`src/rtl/vertical_draw.sv`:
```
// Vertical timing stage fed by horizontal_draw line_end pulses.
// Decodes region from line count against per-frame shadow config.
module vertical_draw #(
  parameter int WIDTH = 12,
  parameter bit VSYNC_ACTIVE_HIGH = 1'b1
) (
  input  logic             clock_50,
  input  logic             reset,
  input  logic             enable,
  input  logic             line_end,
  input  logic             h_output_flag,
  input  logic [WIDTH-1:0] v_back_porch,
  input  logic [WIDTH-1:0] v_active_lines,
  input  logic [WIDTH-1:0] v_front_porch,
  input  logic [WIDTH-1:0] v_sync_length,
  input  logic [WIDTH-1:0] v_total_lines,
  output logic [WIDTH-1:0] line_count,
  output logic             v_active_flag,
  output logic             v_sync,
  output logic             frame_start,
  output logic             pixel_enable
);

  typedef enum logic [1:0] {
    VBP,
    VACTIVE,
    VFP,
    VSLEN
  } state_t;

  localparam int BW = WIDTH + 2;

  state_t           state;
  state_t           nxt_state;
  logic [WIDTH-1:0] nxt_line;
  logic [WIDTH-1:0] bp_q;
  logic [WIDTH-1:0] act_q;
  logic [WIDTH-1:0] fp_q;
  logic [WIDTH-1:0] tot_q;
  logic [WIDTH:0]   inc;
  logic             advance;
  logic             wrap;

  // Sync length is implied: sync fills whatever the other regions leave.
  logic unused_sync;
  assign unused_sync = ^v_sync_length;

  function automatic state_t decode(
    logic [WIDTH-1:0] line,
    logic [WIDTH-1:0] bp,
    logic [WIDTH-1:0] act,
    logic [WIDTH-1:0] fp
  );
    logic [BW-1:0] b1, b2, b3, l;
    b1 = BW'(bp);
    b2 = b1 + BW'(act);
    b3 = b2 + BW'(fp);
    l  = BW'(line);
    if (l < b1)      decode = VBP;
    else if (l < b2) decode = VACTIVE;
    else if (l < b3) decode = VFP;
    else             decode = VSLEN;
  endfunction

  assign advance = enable & line_end;
  assign inc     = {1'b0, line_count} + 1'b1;
  // Totals of 0 or 1 wrap on every line.
  assign wrap    = inc >= {1'b0, tot_q};

  // Next line and region; wrap decodes against the freshly loaded config.
  always_comb begin
    nxt_line  = line_count;
    nxt_state = state;
    if (advance) begin
      if (wrap) begin
        nxt_line  = '0;
        nxt_state = decode('0, v_back_porch,
                           v_active_lines, v_front_porch);
      end else begin
        nxt_line  = inc[WIDTH-1:0];
        nxt_state = decode(inc[WIDTH-1:0], bp_q, act_q, fp_q);
      end
    end else if (enable) begin
      nxt_state = decode(line_count, bp_q, act_q, fp_q);
    end
  end

  // Line counter, region, shadow config and registered outputs.
  always_ff @(posedge clock_50) begin
    if (reset) begin
      line_count    <= '0;
      state         <= decode('0, v_back_porch,
                              v_active_lines, v_front_porch);
      bp_q          <= v_back_porch;
      act_q         <= v_active_lines;
      fp_q          <= v_front_porch;
      tot_q         <= v_total_lines;
      v_active_flag <= 1'b0;
      v_sync        <= ~VSYNC_ACTIVE_HIGH;
      frame_start   <= 1'b0;
      pixel_enable  <= 1'b0;
    end else begin
      frame_start   <= advance & wrap;
      pixel_enable  <= v_active_flag & h_output_flag & enable;
      line_count    <= nxt_line;
      state         <= nxt_state;
      v_active_flag <= nxt_state == VACTIVE;
      v_sync        <= (nxt_state == VSLEN) ?
                       VSYNC_ACTIVE_HIGH : ~VSYNC_ACTIVE_HIGH;
      if (advance & wrap) begin
        bp_q  <= v_back_porch;
        act_q <= v_active_lines;
        fp_q  <= v_front_porch;
        tot_q <= v_total_lines;
      end
    end
  end

endmodule

```
`config.mk`:
```
export PLATFORM = sky130hd
export DESIGN_NAME = vertical_draw
export DESIGN_NICKNAME = d
export VERILOG_FILES = /design/src/rtl/vertical_draw.sv
export SDC_FILE = /design/constraint.sdc
export NUM_CORES = 1
export LEC_CHECK = 0
export BUFFER_PORTS_ARGS = -buffer_cell sky130_fd_sc_hd__buf_2
export CORE_ASPECT_RATIO = 1.75
export CORE_MARGIN = 2
export CORE_UTILIZATION = 55
export DETAILED_ROUTE_END_ITERATION = 8
export MAX_ROUTING_LAYER = met4
export PLACE_DENSITY = 0.8
export SETUP_SLACK_MARGIN = 0.2
export SYNTH_ARGS = -nofsm -noshare
export SYNTH_HDL_FRONTEND = slang
export SYNTH_SLANG_ARGS = --single-unit
```
`constraint.sdc`:
```
create_clock -name clock_50 -period 5.4 [get_ports clock_50]
set_input_delay 1.08 -clock clock_50 [delete_from_list [all_inputs] [get_ports clock_50]]
set_output_delay 1.08 -clock clock_50 [all_outputs]
set_load 0.01 [all_outputs]
```
Word level (Yosys, flattened, before mapping) --
Cells that the tools add are included.
Storage, ports and cells: flip-flop bits (word level) 66, bits of input ports 65, output and inout port bits 16, logic and storage cells 55
Cells by class: add/sub/neg operators 5, order comparisons 10, eq/ne operators 2, mux-type cells 23, bitwise gates (word level) 4, reduce and logical (&&, ||, !) cells 1
Operators by type and width (number):
- two-way mux 12 bit | 9
- < comparator 12 x 14 -> 1 bit | 3
- adder 13 x 12 -> 14 bit | 2
- adder 12 x 12 -> 13 bit | 2
- < comparator 12 bit | 2
- two-way mux 2 bit | 10
- < comparator 1 x 14 -> 1 bit (first input constant) | 1
- adder 12 x 1 -> 13 bit (second input constant) | 1
- greater-or-equal comparator 13 x 12 -> 1 bit | 1
- < comparator 1 x 13 -> 1 bit (first input constant) | 1
- < comparator 12 x 13 -> 1 bit | 1
- < comparator 1 x 12 -> 1 bit (first input constant) | 1
- bitwise AND 1 bit | 4
- two-way mux 1 bit | 4
- equality test 2 x 1 -> 1 bit (second input constant) | 1
- equality test 2 bit (second input constant) | 1
- nonzero test 2 bit | 1

Logic depth before layout (Yosys ltp) --
Gate-level depths: netlist (run 1).
word-level depth 10, gate-level depth with buffers 23, gate-level depth less buffers 22

Worst setup path after synthesis (run 1) --
OpenSTA, ideal clock, no wires.
path type input-to-reg, start point input v_back_porch[0], end point register v_active_flag, library setup time 86 ps, arrival 4554 ps, setup slack 760 ps, stages on the path 16, path buffers 0, cells stage by stage ha_1 > fa_1 > a21o_1 > a22o_1 > o21a_1 > a31oi_1 > xnor2_1 > ha_1 > nor3_1 > nand4_1 > nor4_1 > nand4_1 > or3_1 > o32ai_1 > a211oi_2 > a211oi_1
On the way: longest elaborated chain between the ends 9
Ends and longest elaborated chain:
- start, declared | RTL line 12 | input logic [WIDTH-1:0] v_back_porch,
- adder 12 x 12 -> 13 bit | RTL line 56 | b2 = b1 + BW'(act);
- adder 13 x 12 -> 14 bit | RTL line 57 | b3 = b2 + BW'(fp);
- < comparator 1 x 14 -> 1 bit | RTL line 61 | else if (l < b3) decode = VFP;
- two-way mux 1 bit | RTL line 61
- two-way mux 2 bit | RTL line 60 | else if (l < b2) decode = VACTIVE;
- two-way mux 2 bit (*) | RTL line 59 | if (l < b1) decode = VBP;
- two-way mux 2 bit (*) | RTL line 75 | if (wrap) begin
- two-way mux 2 bit (*) | RTL line 74 | if (advance) begin
- equality test 2 x 1 -> 1 bit (*) | RTL line 107 | v_active_flag <= nxt_state == VACTIVE;
- end signal, assigned | RTL line 98 | v_active_flag <= 1'b0;
- end signal, assigned | RTL line 107
- end, declared | RTL line 18 | output logic v_active_flag,
Every way passes the cells marked *; elsewhere a longest branch is shown, timed or not. A chain may end at the register's enable or synchronous reset.

Worst setup path in the final report (run 1) --
start point input v_back_porch[0], end point register v_sync
On the way: longest elaborated chain between the ends 10
Ends and longest elaborated chain:
- adder 12 x 12 -> 13 bit | RTL line 56
- adder 13 x 12 -> 14 bit | RTL line 57
- < comparator 1 x 14 -> 1 bit | RTL line 61
- two-way mux 1 bit | RTL line 61
- two-way mux 2 bit | RTL line 60
- two-way mux 2 bit (*) | RTL line 59
- two-way mux 2 bit (*) | RTL line 75
- two-way mux 2 bit (*) | RTL line 74
- equality test 2 bit (*) | RTL line 108 | v_sync <= (nxt_state == VSLEN) ?
- two-way mux 1 bit (*) | RTL line 108
- end signal, assigned | RTL line 99 | v_sync <= ~VSYNC_ACTIVE_HIGH;
- end signal, assigned | RTL line 108
- end, declared | RTL line 19 | output logic v_sync,
Marked as above.

==> impl_results.md, run 1 <==
- Placement row count: 52
- Vertical extent of the die: 147.0 um
- Synth unique cells: 65
- CTS H-Tree Depth: 3
- Synthesis Warnings: 0
- Rel. slew slack: 47.67%
- Fin crit share: 90.21%
- R2R depth: 22
- Number of buffers between clock root and the deepest sink: 2
- Power Dens Cells: 294.7 nW/um^2
- Clock tree from TritonCTS: built
- Initial Util: 55.85%
- Final net count: 950
- Number of sinks driven by the clock tree: 66
- Fin Setup TNS: 0 ps
- Number of enable flip-flop cells after synthesis: 48
- Fmax: 0.2053 GHz
- Area grow syn2layout: 13.66%
- Proportion of register bits with asynchronous set or reset after synthesis: 0%
- Clock latency at the later pin of the worst-skew pair: 340 ps
- Wire length per cell: 19.58 um
- Sequential share of power: 27.5%
- Summed instance area of the synthesized netlist: 6431 um^2
- Synth Flop Type: sky130_fd_sc_hd__edfxtp_1
- Number of register bits inferred by synthesis: 66
- Final Hold Violating Endpoints: 0
- Net switching component of the power: 0.8019 mW
- Hold Path Stages: 1
- Initial DRT Pass Iterations: 7
- Total of hold buffers inserted after clock tree synthesis: 0
- Cell with the largest stage delay on the worst path: sky130_fd_sc_hd__fa_1
- Via count of the first global-routing pass: 5,842
- Number of DRC violations after detailed-routing iteration 0: 223
- Post-synthesis area per instance: 9.444 um^2
- Pins Over Slew Limit: 0
- Crit-path cells: buf_2 > ha_1 > fa_1 > a21o_1 > a22o_1 > o21a_1 > a31oi_1 > xnor2_1 > ha_1 > nor3_1 > nand4_1 > nor4_1 > nand4_1 > or3_1 > o32ai_1 > buf_4 > a211oi_2 > a211oi_1
- Maximum number of pins on one net before global-route repair: 39
- Beginning of the critical path: v_back_porch[0]
- Worst setup slack for register-to-register paths: 530 ps
- Synthesized Nets: 874
- Cell internal power dissipation: 1.352 mW
- Switching portion of total power: 37.23%
- Area inside the core boundary: 11,520 um^2
- CTS root buf: sky130_fd_sc_hd__clkbuf_16
- Met1 layer usage reported by global route: 27.46%
- Final setup violating endpoints: 0
- Initial antenna violation count: 0
- Die boundary width: 85.74 um
- Setup Skew: 7.899 ps
- Result of the run: finished clean
- Register clock-pin slew on the reported worst setup and hold paths: 60 ps
- Total Routing Usage GR: 29.47%
- Fraction of layout instances using a drive strength above 1: 13.78%
- I/O Buffers: 68
- Worst setup endpoint: v_sync
- Placed wire-length estimate after detailed placement: 14,640 um
- Static Leak: 3.497 nW
- Worst setup path class: primary input to register
- Delay contributed by the slowest stage of the critical path: 400 ps
- Antenna Violating Nets Remaining: 0
- Global-route wire length before repair: 28,020 um
- Via total after detailed routing: 5,622
- Final antenna diode count: 0
- Combinational group share of total power: 46.3%
- Kind of launch point of the worst setup path: primary input
- Number of vias per cell after detailed routing: 6.268
- Count of pins on the block boundary: 81
- Wirelength, routed: 17,560 um
- Critical register-to-register path startpoint: bp_q[0]
- DRC violation count after routing: 0
- Largest fanout on the critical path: 3
- Grt total ovfl: 0
- Sort of element at the end of the critical path: register
- Hold WC Path Type: register to register
- Total of max-cap violations: 0
- Routing layer with the top usage in global route: met2
- Req. time, crit path: 5650 ps
- Worst supply voltage drop on vdd: 160.3 uV
- Placer congestion estimate: 0.9216
- Met3 usage in global routing: 3.034%
- Slew of the pin with the lowest slew margin: 779.3 ps
- RSZ-0062 raised after global routing: false
- Design Power: 2.154 mW
- TritonCTS buffer count: 9
- Global Route met2 Usage: 55.47%
- Fin crit period: 4871 ps
- Critical Path AT: 5120 ps
- Post-synthesis sequential area ratio: 28.02%
- Die Area: 12,610 um^2
- End of the worst register-to-register path: v_sync
- Part of the total power dissipated in the clock network: 26.2%
- Number of cells produced by synthesis: 681
-- cell type report --
type / instances / area, um^2
timing repair buffer: 74 / 397.9
multi-input combinational: 560 / 4482
fill: 950 / 4207
clock buffer: 10 / 229.0
clock inverter: 6 / 57.56
tap: 135 / 168.9
inverter: 46 / 172.7
sequential: 66 / 1802
-- metal layers --
layer  vias up  part of all wire (%)
li1       2723                     -
met1      2665                    34
met2       170                    56
met3        64                   2.9
met4         0                   7.2
met5         -                     0
-- flip-flops by register name, indices dropped and copies added (netlist names) --
register       count
bp_q              12
act_q             12
fp_q              12
frame_start        1
line_count        12
v_sync             1
v_active_flag      1
pixel_enable       1
state              2
tot_q             12
-- power groups by stage --
stage                     sequential [mW]  clock (mW)  combinational [mW]
after floorplan                     0.598           0               0.716
after global placement              0.600           0               0.912
after detailed placement            0.602           0               0.950
after CTS                           0.592       0.568               0.958
after global routing                0.595       0.589                1.12
final                               0.592       0.564               0.997
-- worst min-delay path by stage --
stage,startpoint,to
after floorplan,v_active_flag,pixel_enable
after global placement,v_active_flag,pixel_enable
after detailed placement,v_active_flag,pixel_enable
after CTS,v_active_flag,pixel_enable
after global routing,v_active_flag,pixel_enable
final,v_active_flag,pixel_enable
-- stage by stage --
stage	setup WS, ps	hold slack [ps]	util, %	instance area, um^2	instances
after floorplan	760.1	547.5	-	6431	681
after global placement	222.5	502.8	60.37	6952	880
after detailed placement	146.1	515.5	60.37	6952	880
after CTS	300.2	523.1	62.92	7246	896
after global routing	180.6	555.8	63.47	7310	897
final	528.6	523.9	63.47	7310	897
-- Yosys cell counts, types with 3 or more instances --
| cell type | instances | area share (%) |
|---|---|---|
| sky130_fd_sc_hd__inv_1 | 46 | 2.7 |
| sky130_fd_sc_hd__o41ai_1 | 3 | 0.41 |
| sky130_fd_sc_hd__nand2_1 | 37 | 2.2 |
| sky130_fd_sc_hd__xnor2_1 | 30 | 4.1 |
| sky130_fd_sc_hd__a21boi_0 | 3 | 0.35 |
| sky130_fd_sc_hd__o211ai_1 | 9 | 1.1 |
| sky130_fd_sc_hd__o21bai_1 | 5 | 0.58 |
| sky130_fd_sc_hd__and2_1 | 5 | 0.49 |
| sky130_fd_sc_hd__fa_1 | 4 | 1.2 |
| sky130_fd_sc_hd__clkbuf_1 | 8 | 0.47 |
| sky130_fd_sc_hd__o21a_1 | 15 | 1.8 |
| sky130_fd_sc_hd__nand2b_1 | 12 | 1.2 |
| sky130_fd_sc_hd__and3_1 | 8 | 0.78 |
| sky130_fd_sc_hd__edfxtp_1 | 48 | 22 |
| sky130_fd_sc_hd__dfxtp_1 | 18 | 5.6 |
| sky130_fd_sc_hd__o22ai_1 | 3 | 0.29 |
| sky130_fd_sc_hd__a211oi_1 | 13 | 1.5 |
| sky130_fd_sc_hd__o21ai_0 | 38 | 3.0 |
| sky130_fd_sc_hd__nor3_1 | 7 | 0.54 |
| sky130_fd_sc_hd__nor4_1 | 10 | 0.97 |
| sky130_fd_sc_hd__a21o_1 | 25 | 2.9 |
| sky130_fd_sc_hd__nand4_1 | 6 | 0.58 |
| sky130_fd_sc_hd__nand3_1 | 12 | 0.93 |
| sky130_fd_sc_hd__xor2_1 | 19 | 2.6 |
| sky130_fd_sc_hd__or3_1 | 3 | 0.29 |
| sky130_fd_sc_hd__o2111ai_1 | 3 | 0.41 |
| sky130_fd_sc_hd__a211o_1 | 3 | 0.41 |
| sky130_fd_sc_hd__a41o_1 | 3 | 0.47 |
| sky130_fd_sc_hd__ha_1 | 124 | 24 |
| sky130_fd_sc_hd__nand3b_1 | 5 | 0.58 |
| sky130_fd_sc_hd__mux2i_1 | 3 | 0.47 |
| sky130_fd_sc_hd__a31oi_1 | 4 | 0.39 |
| sky130_fd_sc_hd__o31ai_1 | 3 | 0.35 |
| sky130_fd_sc_hd__a21oi_1 | 48 | 3.7 |
| sky130_fd_sc_hd__nor2_1 | 47 | 2.7 |
| sky130_fd_sc_hd__nor2b_1 | 12 | 1.2 |
-- logic make-up after synthesis --
| kind of cell | count (synthesis) | synth area share, % |
|---|---|---|
| buffers and inverters | 55 | 3.327 |
| XOR/XNOR | 51 | 7.373 |
| AND/OR/NAND/NOR | 178 | 14.61 |
| adder cells (fa/ha/maj) | 128 | 25.37 |
| AO/OA/AOI/OAI | 198 | 20.49 |
| multiplexers | 5 | 0.8171 |
| flip-flops | 66 | 28.02 |
-- critical path: cells and delay by family --
family | cells | cell delay, ps
compound gates | 7 | 1530
xor+xnor | 1 | 230
fa+ha+maj | 3 | 920
buf+inv | 2 | 300
simple gates | 5 | 1060
-- placed cells by master, fill, tap and decap left out, drive strengths merged, types with 4 or more instances in the layout --
cell type  Yosys  routed
nand4          6       6
nor2b         12      12
buf            1      74
o211ai         9       9
xnor2         30      30
nand2b        12      12
ha           124     124
nor4          12      12
nand3         12      12
a21oi         48      48
clkbuf         8      10
inv           46      46
dfxtp         18      18
clkinv         0       5
nor2          47      47
o21ai         39      39
nand2         37      37
nor3           7       7
a211oi        14      14
a21o          25      25
nand3b         5       5
edfxtp        48      48
and2           5       5
o21a          15      15
fa             4       4
o21bai         5       5
and3           8       8
a31oi          4       4
xor2          19      19
-- timing repair --
action                                 in CTS  in global routing
pin swaps                                   0                  3
endpoints found under the hold margin       0                  0
setup buffers                               0                  1
setup endpoints to repair                   1                  3
resized for setup                           1                 11
(Power assumes the default switching activity.)
==> inputs of run 2 (changes only) <==
--- a/config.mk
+++ b/config.mk
@@ -5,6 +5,7 @@
 export SDC_FILE = /design/constraint.sdc
 export NUM_CORES = 1
 export LEC_CHECK = 0
+export ABC_AREA = 1
 export BUFFER_PORTS_ARGS = -buffer_cell sky130_fd_sc_hd__buf_2
 export CORE_ASPECT_RATIO = 1.75
 export CORE_MARGIN = 2
==> impl_results.md, run 2 <==
- Initial Util: 56.48%
- Wirelength, routed: 17,170 um
- CTS root buf: sky130_fd_sc_hd__clkbuf_16
- Synth unique cells: 45
- Cell type group with the largest total delay on the critical path: compound AO/OA/AOI/OAI gates
- Highest-count cells in the layout ignoring fill and taps: sky130_fd_sc_hd__nand2_1 (220), sky130_fd_sc_hd__inv_1 (128), sky130_fd_sc_hd__ha_1 (124)
- Count of buffer and inverter cells on the critical path: 1
- # fillers: 1,102
- Proportion of register bits with asynchronous set or reset after synthesis: 0%
- Cell with the largest stage delay on the worst path: sky130_fd_sc_hd__edfxtp_1
- Vertical extent of the die: 150.9 um
- Post-synthesis sequential area ratio: 26.58%
- Hold WC Path Type: register to register
- Most frequent cells after synthesis: sky130_fd_sc_hd__nand2_1 (220), sky130_fd_sc_hd__inv_1 (129), sky130_fd_sc_hd__ha_1 (124), sky130_fd_sc_hd__a21oi_1 (73), sky130_fd_sc_hd__nand3_1 (61)
- Die Area: 13,260 um^2
- Delay contributed by the slowest stage of the critical path: 410 ps
- Maximum number of pins on one net before global-route repair: 50
- Die boundary width: 87.93 um
- Number of DRC violations after detailed-routing iteration 0: 247
- RSZ-0062 raised after global routing: false
- Via count of the first global-routing pass: 6,317
- Placement row count: 53
- Slew of the pin with the lowest slew margin: 1015 ps
- Number of enable flip-flop cells after synthesis: 48
- Number of sinks driven by the clock tree: 66
- Static Leak: 3.930 nW
- Wire length per cell: 15.14 um
- Power Dens Cells: 289.3 nW/um^2
- Setup fix buffers added after clock tree synthesis: 0
- Grt total ovfl: 0
- Area inside the core boundary: 12,000 um^2
- Placed wire-length estimate after detailed placement: 14,440 um
- Pins Over Slew Limit: 0
- Req. time, crit path: 5620 ps
- Critical Path AT: 4420 ps
- Leading cell type by number of instances after synthesis: sky130_fd_sc_hd__nand2_1
- Rel. slew slack: 32.25%
- Part of the total power dissipated in the clock network: 27.6%
- Register clock-pin slew on the reported worst setup and hold paths: 50 ps
- Result of the run: finished clean
- Placer congestion estimate: 0.9758
- Sequential share of power: 26.9%
- Clock tree from TritonCTS: built
- Summed instance area of the synthesized netlist: 6779 um^2
- Synthesis Warnings: 0
- Final antenna diode count: 0
- Total Routing Usage GR: 28.15%
- Fin crit period: 4204 ps
- Synthesized Nets: 1,082
- Fin crit share: 77.86%
- Net switching component of the power: 0.8598 mW
- Initial DRT Pass Iterations: 5
- Most common cell after layout, fill and taps aside: sky130_fd_sc_hd__nand2_1
- Clock latency at the later pin of the worst-skew pair: 330 ps
- Cell internal power dissipation: 1.342 mW
- Cell with the most instances on the worst path: sky130_fd_sc_hd__nand2_1
- Setup Skew: 7.253 ps
- Largest fanout on the critical path: 5
- Worst setup path class: register to register
- Final standard cell count with taps included and fillers excluded: 1,134
- Final Hold Violating Endpoints: 0
- Cell taking the most area after synthesis: sky130_fd_sc_hd__ha_1
- Yosys top cell area share: 22.89%
- Antenna Violating Nets Remaining: 0
- Worst setup slack for register-to-register paths: 1200 ps
- Total of max-cap violations: 0
- I/O Buffers: 68
- Count of pins on the block boundary: 81
- CTS H-Tree Depth: 3
- Worst supply voltage drop on vdd: 133.2 uV
- Switching portion of total power: 39.05%
- Fraction of layout instances using a drive strength above 1: 12.38%
- Number of vias per cell after detailed routing: 5.567
- TritonCTS buffer count: 9
- Area grow syn2layout: 12.29%
- Combinational group share of total power: 45.6%
- Final net count: 1,157
- Post-cts repair resize count: 0
- Final setup violating endpoints: 0
- Synth Flop Type: sky130_fd_sc_hd__edfxtp_1
- Number of buffers between clock root and the deepest sink: 2
- Post-synthesis area per instance: 7.625 um^2
- Initial antenna violation count: 0
- Via total after detailed routing: 6,313
- Total of hold buffers inserted after clock tree synthesis: 0
- Sort of element at the end of the critical path: register
- Number of cells produced by synthesis: 889
- Global-route wire length before repair: 27,930 um
- Fmax: 0.2378 GHz
- Kind of launch point of the worst setup path: register
- Dominant cells by area after synthesis: sky130_fd_sc_hd__ha_1 (23%), sky130_fd_sc_hd__edfxtp_1 (21%), sky130_fd_sc_hd__nand2_1 (12%)
- DP Cell Count: 1,118
- Fin Setup TNS: 0 ps
- DRC violation count after routing: 0
- Number of register bits inferred by synthesis: 66
==> run 2: layout make-up <==
class,instances,area [um^2],share of cell area [%]
sequential,66,1802,23.67
multi-input combinational,688,4462,58.61
clock inverter,6,81.33,1.068
timing repair buffer,68,340.3,4.471
inverter,131,491.7,6.460
tap,165,206.4,2.712
clock buffer,10,229.0,3.008
==> run 2: worst min-delay path, stage by stage, from the launching register on <==
cell,delay [ps]
sky130_fd_sc_hd__dfxtp_1,300
sky130_fd_sc_hd__nand3_1,80
sky130_fd_sc_hd__nor2_1,40
==> run 2: path summary, 6_finish.rpt <==
path | from | to | cells after the start
max | bp_q[2] | v_sync | 25
min | v_active_flag | pixel_enable | 2
max reg2reg | bp_q[2] | v_sync | 25
min reg2reg | v_active_flag | pixel_enable | 2
==> run 2: through the flow <==
| step | instance area (um^2) | hold slack [ps] | util [%] | worst slack [ps] | power (mW) |
|---|---|---|---|---|---|
| after global placement | 7302 | 448.9 | 60.84 | 1192 | 1.566 |
| final | 7612 | 454.0 | 63.42 | 1196 | 2.202 |
| after global routing | 7612 | 480.1 | 63.42 | 739.2 | 2.371 |
| after CTS | 7612 | 458.0 | 63.42 | 1200 | 2.201 |
| after detailed placement | 7302 | 448.4 | 60.84 | 1066 | 1.591 |
| after floorplan | 6779 | 479.1 | - | 1682 | 1.358 |
==> run 2: kinds of logic after synthesis <==
| kind of cell | count (synthesis) | share of synthesized area [%] |
|---|---|---|
| AOI/OAI and AO/OA | 119 | 10.17 |
| xor gates and xnor gates | 35 | 4.522 |
| adders and majority gates | 128 | 24.07 |
| buffers and inverters | 135 | 7.604 |
| DFF | 66 | 26.58 |
| and+or+nand+nor | 406 | 27.06 |
==> run 2: power by group through the flow <==
stage | clock network (mW) | logic [mW] | registers (mW)
final | 0.607 | 1.00 | 0.592
after global placement | 0 | 0.966 | 0.600
after detailed placement | 0 | 0.989 | 0.602
after CTS | 0.611 | 0.997 | 0.592
after floorplan | 0 | 0.760 | 0.598
after global routing | 0.637 | 1.14 | 0.595
==> run 2: per-layer routing <==
metal | GRT usage, % | wire, um
met5 | - | 0
met4 | 21.31 | 1410
met3 | 2.779 | 545
met2 | 51.33 | 9172
met1 | 26.17 | 6038
==> inputs of run 3 (changes only) <==
--- a/config.mk
+++ b/config.mk
@@ -9,10 +9,10 @@
 export BUFFER_PORTS_ARGS = -buffer_cell sky130_fd_sc_hd__buf_2
 export CORE_ASPECT_RATIO = 1.75
 export CORE_MARGIN = 2
-export CORE_UTILIZATION = 55
+export CORE_UTILIZATION = 54
 export DETAILED_ROUTE_END_ITERATION = 8
 export MAX_ROUTING_LAYER = met4
-export PLACE_DENSITY = 0.8
+export PLACE_DENSITY = 0.82
 export SETUP_SLACK_MARGIN = 0.2
 export SYNTH_ARGS = -nofsm -noshare
 export SYNTH_HDL_FRONTEND = slang
==> constraint.sdc (replaced) <==
create_clock -name clock_50 -period 3.6 [get_ports clock_50]
set_input_delay 0.72 -clock clock_50 [delete_from_list [all_inputs] [get_ports clock_50]]
set_output_delay 0.72 -clock clock_50 [all_outputs]
set_load 0.01 [all_outputs]
==> impl_results.md, run 3 (same netlist as run 2, synthesis figures left out) <==
- Result of the run: finished, violations left
- Violated checks: setup timing
- Vertical extent of the die: 152.2 um
- Initial Util: 54.83%
- Power Dens Cells: 457.9 nW/um^2
- Req. time, crit path: 3880 ps
- Final net count: 1,273
- Number of vias per cell after detailed routing: 5.690
- RSZ-0062 raised after global routing: true
- Total of max-cap violations: 0
- I/O Buffers: 68
- Grt total ovfl: 0
- Fraction of layout instances using a drive strength above 1: 28.66%
- Initial DRT Pass Iterations: 7
- Placer congestion estimate: 0.9622
- Maximum number of pins on one net before global-route repair: 37
- # fillers: 944
- Part of the total power dissipated in the clock network: 22.7%
- Clock latency at the later pin of the worst-skew pair: 340 ps
- Register clock-pin slew on the reported worst setup and hold paths: 60 ps
- DRC violation count after routing: 0
- Minimum setup slack in the final design: -398.8 ps
- Area inside the core boundary: 12,360 um^2
- Kind of launch point of the worst setup path: register
- CTS root buf: sky130_fd_sc_hd__clkbuf_16
- Area grow syn2layout: 31.91%
- Highest-count cells in the layout ignoring fill and taps: sky130_fd_sc_hd__nand2_1 (207), sky130_fd_sc_hd__inv_1 (117), sky130_fd_sc_hd__ha_1 (115)
- Placement row count: 54
- Delay contributed by the slowest stage of the critical path: 370 ps
- Sort of element at the end of the critical path: register
- Final setup violating endpoints: 4
- Cell with the most instances on the worst path: sky130_fd_sc_hd__nand2_1
- Sequential share of power: 21.8%
- Largest fanout on the critical path: 4
- Number of sinks driven by the clock tree: 66
- Static Leak: 4.541 nW
- Hold WC Path Type: register to register
- Switching portion of total power: 40.07%
- Fin crit share: 111.1%
- Fmax: 0.2501 GHz
- Antenna Violating Nets Remaining: 0
- Setup Skew: 6.331 ps
- Via total after detailed routing: 7,130
- Total of hold buffers inserted after clock tree synthesis: 0
- Number of DRC violations after detailed-routing iteration 0: 509
- Count of pins on the block boundary: 81
- Critical Path AT: 4270 ps
- Die Area: 13,500 um^2
- Pins Over Slew Limit: 0
- TritonCTS buffer count: 9
- Worst supply voltage drop on vdd: 231.9 uV
- Cell internal power dissipation: 2.454 mW
- Most common cell after layout, fill and taps aside: sky130_fd_sc_hd__nand2_1
- Worst setup path class: register to register
- Clock tree from TritonCTS: built
- Final Hold Violating Endpoints: 0
- Final antenna diode count: 0
- Fin crit period: 3999 ps
- Wirelength, routed: 21,020 um
- Worst hold margin: 459.6 ps
- Net switching component of the power: 1.641 mW
- Die boundary width: 88.70 um
- Pre-CTS setup slack: -287.3 ps
- Via count of the first global-routing pass: 7,255
- Wire length per cell: 16.78 um
- Combinational group share of total power: 55.6%
- Slew of the pin with the lowest slew margin: 768.7 ps
- Number of buffers between clock root and the deepest sink: 2
- Cell with the largest stage delay on the worst path: sky130_fd_sc_hd__fa_2
- Placed wire-length estimate after detailed placement: 15,930 um
- Rel. slew slack: 48.28%
- Share of the core filled with cells: 72.32%
- Total Routing Usage GR: 31.58%
- Initial antenna violation count: 0
- Global-route wire length before repair: 32,290 um
- CTS H-Tree Depth: 3
==> run 3: timing repair <==
action | 4_1_cts | 5_1_grt
gates resized for setup | 44 | 34
buffers inserted | 7 | 3
cloned | 0 | 0
endpoints found under the setup margin | 40 | 53
pin swaps | 36 | 36
==> run 3: layer usage <==
metal / vias to the layer above / GRT usage [%] / part of all wire (%)
li1: 3392 / - / -
met1: 3314 / 28.66 / 34
met2: 304 / 57.21 / 54
met3: 120 / 3.304 / 3.7
met4: 0 / 23.38 / 8.7
met5: - / - / 0
==> run 3: critical path: cells and delay by family, from the launching register on <==
| family | cells | cell delay (ps) |
|---|---|---|
| and+or+nand+nor | 19 | 1930 |
| adders and majority gates | 3 | 850 |
| buffers and inverters | 4 | 390 |
| DFF | 1 | 350 |
| xor gates and xnor gates | 1 | 210 |
| AOI/OAI and AO/OA | 1 | 180 |
==> run 3: path summary, 6_finish.rpt <==
check,from,to,slack (ps),cells past startpoint
setup / recovery,bp_q[0],v_sync,-400,28
hold reg to reg,v_active_flag,pixel_enable,460,2
hold / removal,v_active_flag,pixel_enable,460,2
setup reg to reg,bp_q[0],v_sync,-400,28
==> run 3: power by group through the flow <==
stage | sequential (mW) | clock, mW | combinational [mW]
floorplan | 0.899 | 0 | 1.18
global placement | 0.902 | 0 | 1.81
detailed placement | 0.904 | 0 | 1.88
CTS | 0.889 | 0.921 | 2.07
global route | 0.897 | 0.953 | 2.47
finish | 0.892 | 0.928 | 2.27
==> run 3: layout make-up <==
cell class,count,area [um^2],area share (%)
Multi-Input combinational cell,688,4883,54.61
Sequential cell,66,1805,20.19
Timing Repair Buffer,184,1230,13.75
Inverter,131,503.0,5.625
Clock buffer,10,229.0,2.561
Tap cell,168,210.2,2.351
Clock inverter,6,81.33,0.9095
==> run 3: metrics by stage <==
step	cell area, um^2	setup TNS [ps]	instances	power [mW]
2_1_floorplan	6903	0	889	2.078
3_3_place_gp	8225	-467.0	1227	2.712
3_5_place_dp	8225	-837.4	1227	2.782
4_1_cts	8768	-746.8	1250	3.878
5_1_grt	8942	-2162	1253	4.316
6_report	8942	-1365	1253	4.094
